<file path="src/rtl/bias_accumulate_unit.sv">
// Bias-add / saturate / optional ReLU stage behind the adder tree.
// Accumulates multi-beat partial sums per lane and holds one result until the consumer takes it.

module bias_accumulate_unit_lane #(
  parameter int DW   = 18,
  parameter int ACCW = 25
) (
  input  logic                 clk,
  input  logic                 rst,
  input  logic                 beat,
  input  logic                 first,
  input  logic                 last,
  input  logic                 relu,
  input  logic signed [DW-1:0] in_lane,
  input  logic signed [DW-1:0] bias_lane,
  output logic        [DW-1:0] out_lane
);
  localparam logic signed [ACCW:0] SMAX = {{(ACCW-DW+2){1'b0}}, {(DW-1){1'b1}}};
  localparam logic signed [ACCW:0] SMIN = {{(ACCW-DW+2){1'b1}}, {(DW-1){1'b0}}};

  logic signed [ACCW-1:0] acc, base, tot;
  logic signed [ACCW:0]   sum;
  logic        [DW-1:0]   sat, res;

  always_comb begin
    base = first ? '0 : acc;
    tot  = base + {{(ACCW-DW){in_lane[DW-1]}}, in_lane};
    // one extra bit so the bias add can never wrap before the clamp
    sum  = {tot[ACCW-1], tot} + {{(ACCW-DW+1){bias_lane[DW-1]}}, bias_lane};
    if (sum > SMAX)      sat = SMAX[DW-1:0];
    else if (sum < SMIN) sat = SMIN[DW-1:0];
    else                 sat = sum[DW-1:0];
    res = (relu && sat[DW-1]) ? '0 : sat;
  end

  always_ff @(posedge clk) begin
    if (rst) begin
      acc      <= '0;
      out_lane <= '0;
    end else if (beat) begin
      acc <= tot;
      if (last) out_lane <= res;
    end
  end
endmodule

module bias_accumulate_unit #(
  parameter int N_adder_tree = 16,
  parameter int DW           = 18,
  parameter int MAX_BEATS    = 64,
  parameter int ACCW         = DW + $clog2(MAX_BEATS) + 1
) (
  input  logic                       clk,
  input  logic                       rst,
  input  logic                       in_valid,
  output logic                       in_ready,
  input  logic [N_adder_tree*DW-1:0] in_data,
  input  logic                       in_last,
  input  logic [N_adder_tree*DW-1:0] bias,
  input  logic                       relu_en,
  output logic                       out_valid,
  input  logic                       out_ready,
  output logic [N_adder_tree*DW-1:0] out_data,
  output logic                       err_overflow
);
  localparam int CW = $clog2(MAX_BEATS + 1);

  typedef enum logic {ACC, HOLD} state_t;

  state_t         state;
  logic           first;
  logic [CW-1:0]  cnt;
  logic           beat;

  logic [N_adder_tree-1:0][DW-1:0] in_v, bias_v, out_v;

  assign in_v     = in_data;
  assign bias_v   = bias;
  assign out_data = out_v;
  assign beat     = in_valid && in_ready;

  always_ff @(posedge clk) begin
    if (rst) begin
      state        <= ACC;
      in_ready     <= 1'b1;
      out_valid    <= 1'b0;
      first        <= 1'b1;
      cnt          <= '0;
      err_overflow <= 1'b0;
    end else begin
      case (state)
        ACC: if (beat) begin
          if (cnt == CW'(MAX_BEATS) && !in_last) err_overflow <= 1'b1;
          if (in_last) begin
            state     <= HOLD;
            in_ready  <= 1'b0;
            out_valid <= 1'b1;
            first     <= 1'b1;
            cnt       <= '0;
          end else begin
            first <= 1'b0;
            // counter pins at the limit; later beats keep flagging overflow
            if (cnt != CW'(MAX_BEATS)) cnt <= cnt + 1'b1;
          end
        end
        HOLD: if (out_ready) begin
          state     <= ACC;
          in_ready  <= 1'b1;
          out_valid <= 1'b0;
        end
        default: state <= ACC;
      endcase
    end
  end

  for (genvar g = 0; g < N_adder_tree; g++) begin : g_lane
    bias_accumulate_unit_lane #(.DW(DW), .ACCW(ACCW)) u_lane (
      .clk      (clk),
      .rst      (rst),
      .beat     (beat),
      .first    (first),
      .last     (in_last),
      .relu     (relu_en),
      .in_lane  (in_v[g]),
      .bias_lane(bias_v[g]),
      .out_lane (out_v[g])
    );
  end
endmodule

</file>
<file path="config.mk">
export PLATFORM = sky130hd
export DESIGN_NAME = bias_accumulate_unit
export DESIGN_NICKNAME = d
export VERILOG_FILES = /design/src/rtl/bias_accumulate_unit.sv
export SDC_FILE = /design/constraint.sdc
export NUM_CORES = 2
export LEC_CHECK = 0
export ABC_CLOCK_PERIOD_IN_PS = 10600
export BUFFER_PORTS_ARGS = -buffer_cell sky130_fd_sc_hd__buf_4
export CELL_PAD_IN_SITES_DETAIL_PLACEMENT = 0
export CELL_PAD_IN_SITES_GLOBAL_PLACEMENT = 1
export CORE_UTILIZATION = 45
export DETAILED_ROUTE_END_ITERATION = 7
export GPL_ROUTABILITY_DRIVEN = 1
export HOLD_SLACK_MARGIN = 0.03
export PLACE_DENSITY_LB_ADDON = 0.1
export SLEW_MARGIN = 25
export SYNTH_ARGS = -nofsm -noshare
export SYNTH_HDL_FRONTEND = slang
export SYNTH_SLANG_ARGS = --single-unit
</file>
<file path="constraint.sdc">
create_clock -name clk -period 10.6 [get_ports clk]
set_clock_uncertainty 0.15 [all_clocks]
set_input_delay 1.06 -clock clk [delete_from_list [all_inputs] [get_ports clk]]
set_output_delay 1.06 -clock clk [all_outputs]
set_load 0.05 [all_outputs]
</file>
==> impl_results.rst <==
.. list-table::
   :header-rows: 1

   * - Metric
     - Value
   * - Die area
     - 149000 µm²
   * - Post-Syn Nets
     - slightly above 10000
   * - Unrepaired setup endpoints after global routing
     - no
   * - Time the worst path needs with I/O delays and setup
     - ~7.5 ns
   * - Setup Viol. Count Final
     - 0
   * - Detailed Route Iter0 Violations
     - slightly below 4000
   * - Gr ovfl total
     - 0
   * - Clock sink count
     - 700
   * - Post-cts resize count
     - 0
   * - Clock share of power
     - between 20% and 30%
   * - Layout Area Growth over Synthesis
     - 16.9%
   * - Clock input transition at the sequential cells of the worst setup and hold paths
     - around 0.06 ns
   * - Layout net count
     - ~11000
   * - Core Footprint
     - around 150000 µm²
   * - Clock root buffer master
     - clkbuf_16
   * - Count of final hold-check violations
     - 0
   * - Area used by multi-input combinational logic
     - 50300 µm²
   * - Sequential cell area in the final layout
     - roughly 14000 µm²
   * - Worst hold path class
     - reg2reg
   * - Startpoint types
     - flip-flop
   * - Total count of max-transition violations in the final report
     - 0
   * - Placer Congestion
     - just over 0.9
   * - Required time at the endpoint of the critical path
     - ~11 ns
   * - Post-Route WL
     - about 220000 µm
   * - Fraction of post-synthesis cell area in the top cell type by area
     - 21.1%
   * - Internal cell power
     - 6600 µW
   * - Via-to-Cell Ratio
     - approximately 5.8
   * - First-pass GRT wire length
     - 339000 µm
   * - Number of synthesized flops with an enable pin
     - 0
   * - Maximum fanout encountered on the critical timing path
     - 46
   * - Post-detailed-route DRC marker count
     - 0
   * - Total of fill cells in the finished design
     - 14100
   * - Total number of H-tree levels
     - 3
   * - Average wire length per cell after detail routing
     - between 15 and 20 µm
   * - Leak pwr
     - between 0.03 and 0.04 µW
   * - Critical path class
     - reg2reg
   * - Flip-flop and latch count after synthesis
     - 700
   * - GR Util All Layers
     - between 20% and 30%
   * - Sort of element at the end of the critical path
     - flip-flop
   * - Floorplan row count
     - 140
   * - Residual antenna-violating net count after detailed routing
     - 0
   * - Synth top cells by count
     - nand2_1, a21oi_1, ha_1
   * - Post-Syn Area per Cell
     - between 7 and 8 µm²
   * - Die width
     - between 300 and 400 µm
   * - Clock latency of the later-clocked register in the worst-skew pair
     - roughly 0.69 ns
   * - TritonCTS clock tree
     - built
   * - Number of optimization iterations in the first detailed-route pass
     - 5
   * - Max Cap Viol
     - 0
   * - NetSw
     - 4420 µW
   * - Summed instance area of the synthesized netlist
     - between 60000 and 70000 µm²
   * - Share of synthesized area occupied by flip-flops and latches
     - roughly a fifth
   * - Yosys warnings
     - 0
   * - Area contributors post-synth
     - dfxtp_1, ha_1, a21oi_1
   * - Achievable clock frequency
     - 133 MHz
   * - Final non-filler cell total
     - approximately 11000
   * - Synth unique cells
     - roughly 110
   * - Most used flip-flop cell after synthesis
     - dfxtp_1
   * - Fraction of final layout cells sized beyond drive strength 1
     - approximately 13%
   * - Leading cell type by number of instances after synthesis
     - nand2_1
   * - Outcome
     - completed
   * - Number of global-route vias before repair
     - roughly 60000
   * - Slew at the pin with the worst max-slew slack
     - 1.05 ns
   * - Initial core utilization
     - 45.5%
   * - Syn Inst Count
     - between 8000 and 9000
   * - Largest net degree at the start of global routing
     - 96
   * - Cell count after placement
     - 11200
   * - Portion of total power attributed to combinational logic
     - about 43%
   * - Inserted Clock Buffers
     - a little over 90
   * - Power per cell area
     - 142 nW/µm²
   * - Peak supply drop
     - 0.137 mV
   * - Arr. time, crit path
     - between 7 and 8 ns
   * - Antenna violations before repair
     - 54
   * - Via total after detailed routing
     - approximately 66000
   * - Cell type contributing the most total cell area after synthesis
     - dfxtp_1
   * - Maximum root-to-sink buffer count
     - 3
   * - Share of async-settable or async-resettable flops after synthesis
     - 0%
   * - Die H
     - just under 400 µm
   * - HPWL Detailed
     - 170000 µm
   * - Setup TNS
     - 0 ns
   * - Switching part of the total
     - between 40% and 50%
   * - Max-slew headroom
     - 29.3%
   * - Sequential Power Share
     - about 28%
   * - Period utilization
     - 71.2%
   * - Boundary Pins
     - between 800 and 900
   * - Port Buffers
     - 872
   * - Total of hold buffers inserted after clock tree synthesis
     - 0
   * - Number of buffers inserted by post-CTS setup repair
     - 0
cell families after synthesis:
family / count (synthesis) / share of synthesized area, %
buffers and inverters: 596 / 3.45
multiplexers: 27 / 0.414
AND/OR/NAND/NOR: 3156 / 23.2
flip-flops: 700 / 21.1
XOR/XNOR: 649 / 8.55
AO/OA/AOI/OAI: 2718 / 27.2
adder cells (fa/ha/maj): 838 / 16.1
layer usage:
| layer | up-vias | GRT usage, % | wire length, µm |
|---|---|---|---|
| met1 | 30600 | 36.5 | 98600 |
| met3 | 327 | 6.48 | 15400 |
| li1 | 33100 | - | - |
| met5 | - | 0 | 298 |
| met2 | 1580 | 45.8 | 100000 |
| met4 | 48 | 9.00 | 6820 |
cell type report:
| cell class | instances | area share, % |
|---|---|---|
| tap | 1917 | 3.09 |
| sequential | 700 | 18.0 |
| timing repair buffer | 923 | 8.93 |
| clock buffer | 125 | 3.40 |
| antenna | 29 | 0.0934 |
| clock inverter | 38 | 0.527 |
| inverter | 249 | 1.20 |
| multi-input combinational | 7388 | 64.7 |
path summary, 6_finish.rpt:
| path | startpoint | to | slack (ns) | cells past startpoint |
|---|---|---|---|---|
| hold reg to reg | g_lane[7].u_lane.acc[15] | g_lane[7].u_lane.acc[15] | 0.30 | 2 |
| setup / recovery | first | g_lane[9].u_lane.out_lane[4] | 3.05 | 26 |
| hold / removal | g_lane[7].u_lane.acc[15] | g_lane[7].u_lane.acc[15] | 0.30 | 2 |
| setup reg to reg | first | g_lane[9].u_lane.out_lane[4] | 3.05 | 26 |
worst max-delay path: stages, from the launching register on:
cell	delay, ns
dfxtp_4	0.82
buf_4	0.56
nand2b_1	0.21
inv_1	0.05
ha_1	0.26
a21o_1	0.15
a21oi_1	0.22
o21ai_0	0.14
a2111oi_0	0.62
buf_4	0.24
nor3_1	0.05
nor3_1	0.33
o21ai_0	0.13
a21oi_1	0.18
xnor2_1	0.17
ha_1	0.32
a21o_1	0.17
a21o_1	0.17
a21o_1	0.18
a21o_1	0.19
a211oi_2	0.34
o21ai_1	0.13
xor2_1	0.15
or3_1	0.39
a211o_1	0.28
o31a_1	0.45
a221o_1	0.33
power by group through the flow:
| stage | logic, µW | registers [µW] | clock network, µW |
|---|---|---|---|
| 6_report | 4700 | 3090 | 3230 |
| 5_1_grt | 5140 | 3120 | 3420 |
| 4_1_cts | 4680 | 3090 | 3320 |
| 3_5_place_dp | 4660 | 3140 | 0 |
| 3_3_place_gp | 4620 | 3140 | 0 |
| 2_1_floorplan | 2860 | 3640 | 0 |
placed cells by master (no fill, tap or decap), types with 93 or more instances in the layout:
cell type	netlist	final
nor3_1	234	234
a21o_1	271	271
buf_4	3	922
xnor2_1	457	456
nand3_1	172	171
xor2_1	192	192
clkbuf_16	0	93
o211ai_1	103	103
o21ai_0	355	355
nor2b_1	496	495
nand2_1	1066	1063
dfxtp_1	700	699
and3_1	114	114
inv_1	249	248
a21oi_1	939	939
o21a_1	119	119
nor2_1	569	561
nand2b_1	107	107
a221o_1	123	122
ha_1	806	806
sequential cells by signal, summed over array words and instances (netlist names):
name / flops
g_lane.u_lane.acc: 400
g_lane.u_lane.out_lane: 288
out_valid: 1
cnt: 7
in_ready: 1
first: 1
err_overflow: 1
state: 1
metrics by stage:
step | hold slack [ns] | power [µW] | area, µm² | worst slack, ns | util [%]
4_1_cts | 0.299 | 11100 | 77600 | 3.02 | 53.1
6_report | 0.296 | 11000 | 77700 | 3.05 | 53.2
2_1_floorplan | 0.282 | 6500 | 66500 | 4.00 | -
5_1_grt | 0.309 | 11700 | 77700 | 2.42 | 53.2
3_5_place_dp | 0.292 | 7800 | 74500 | 3.01 | 51.0
3_3_place_gp | 0.285 | 7760 | 74500 | 3.16 | 51.0
No activity file was read; power rests on OpenSTA's default activity.
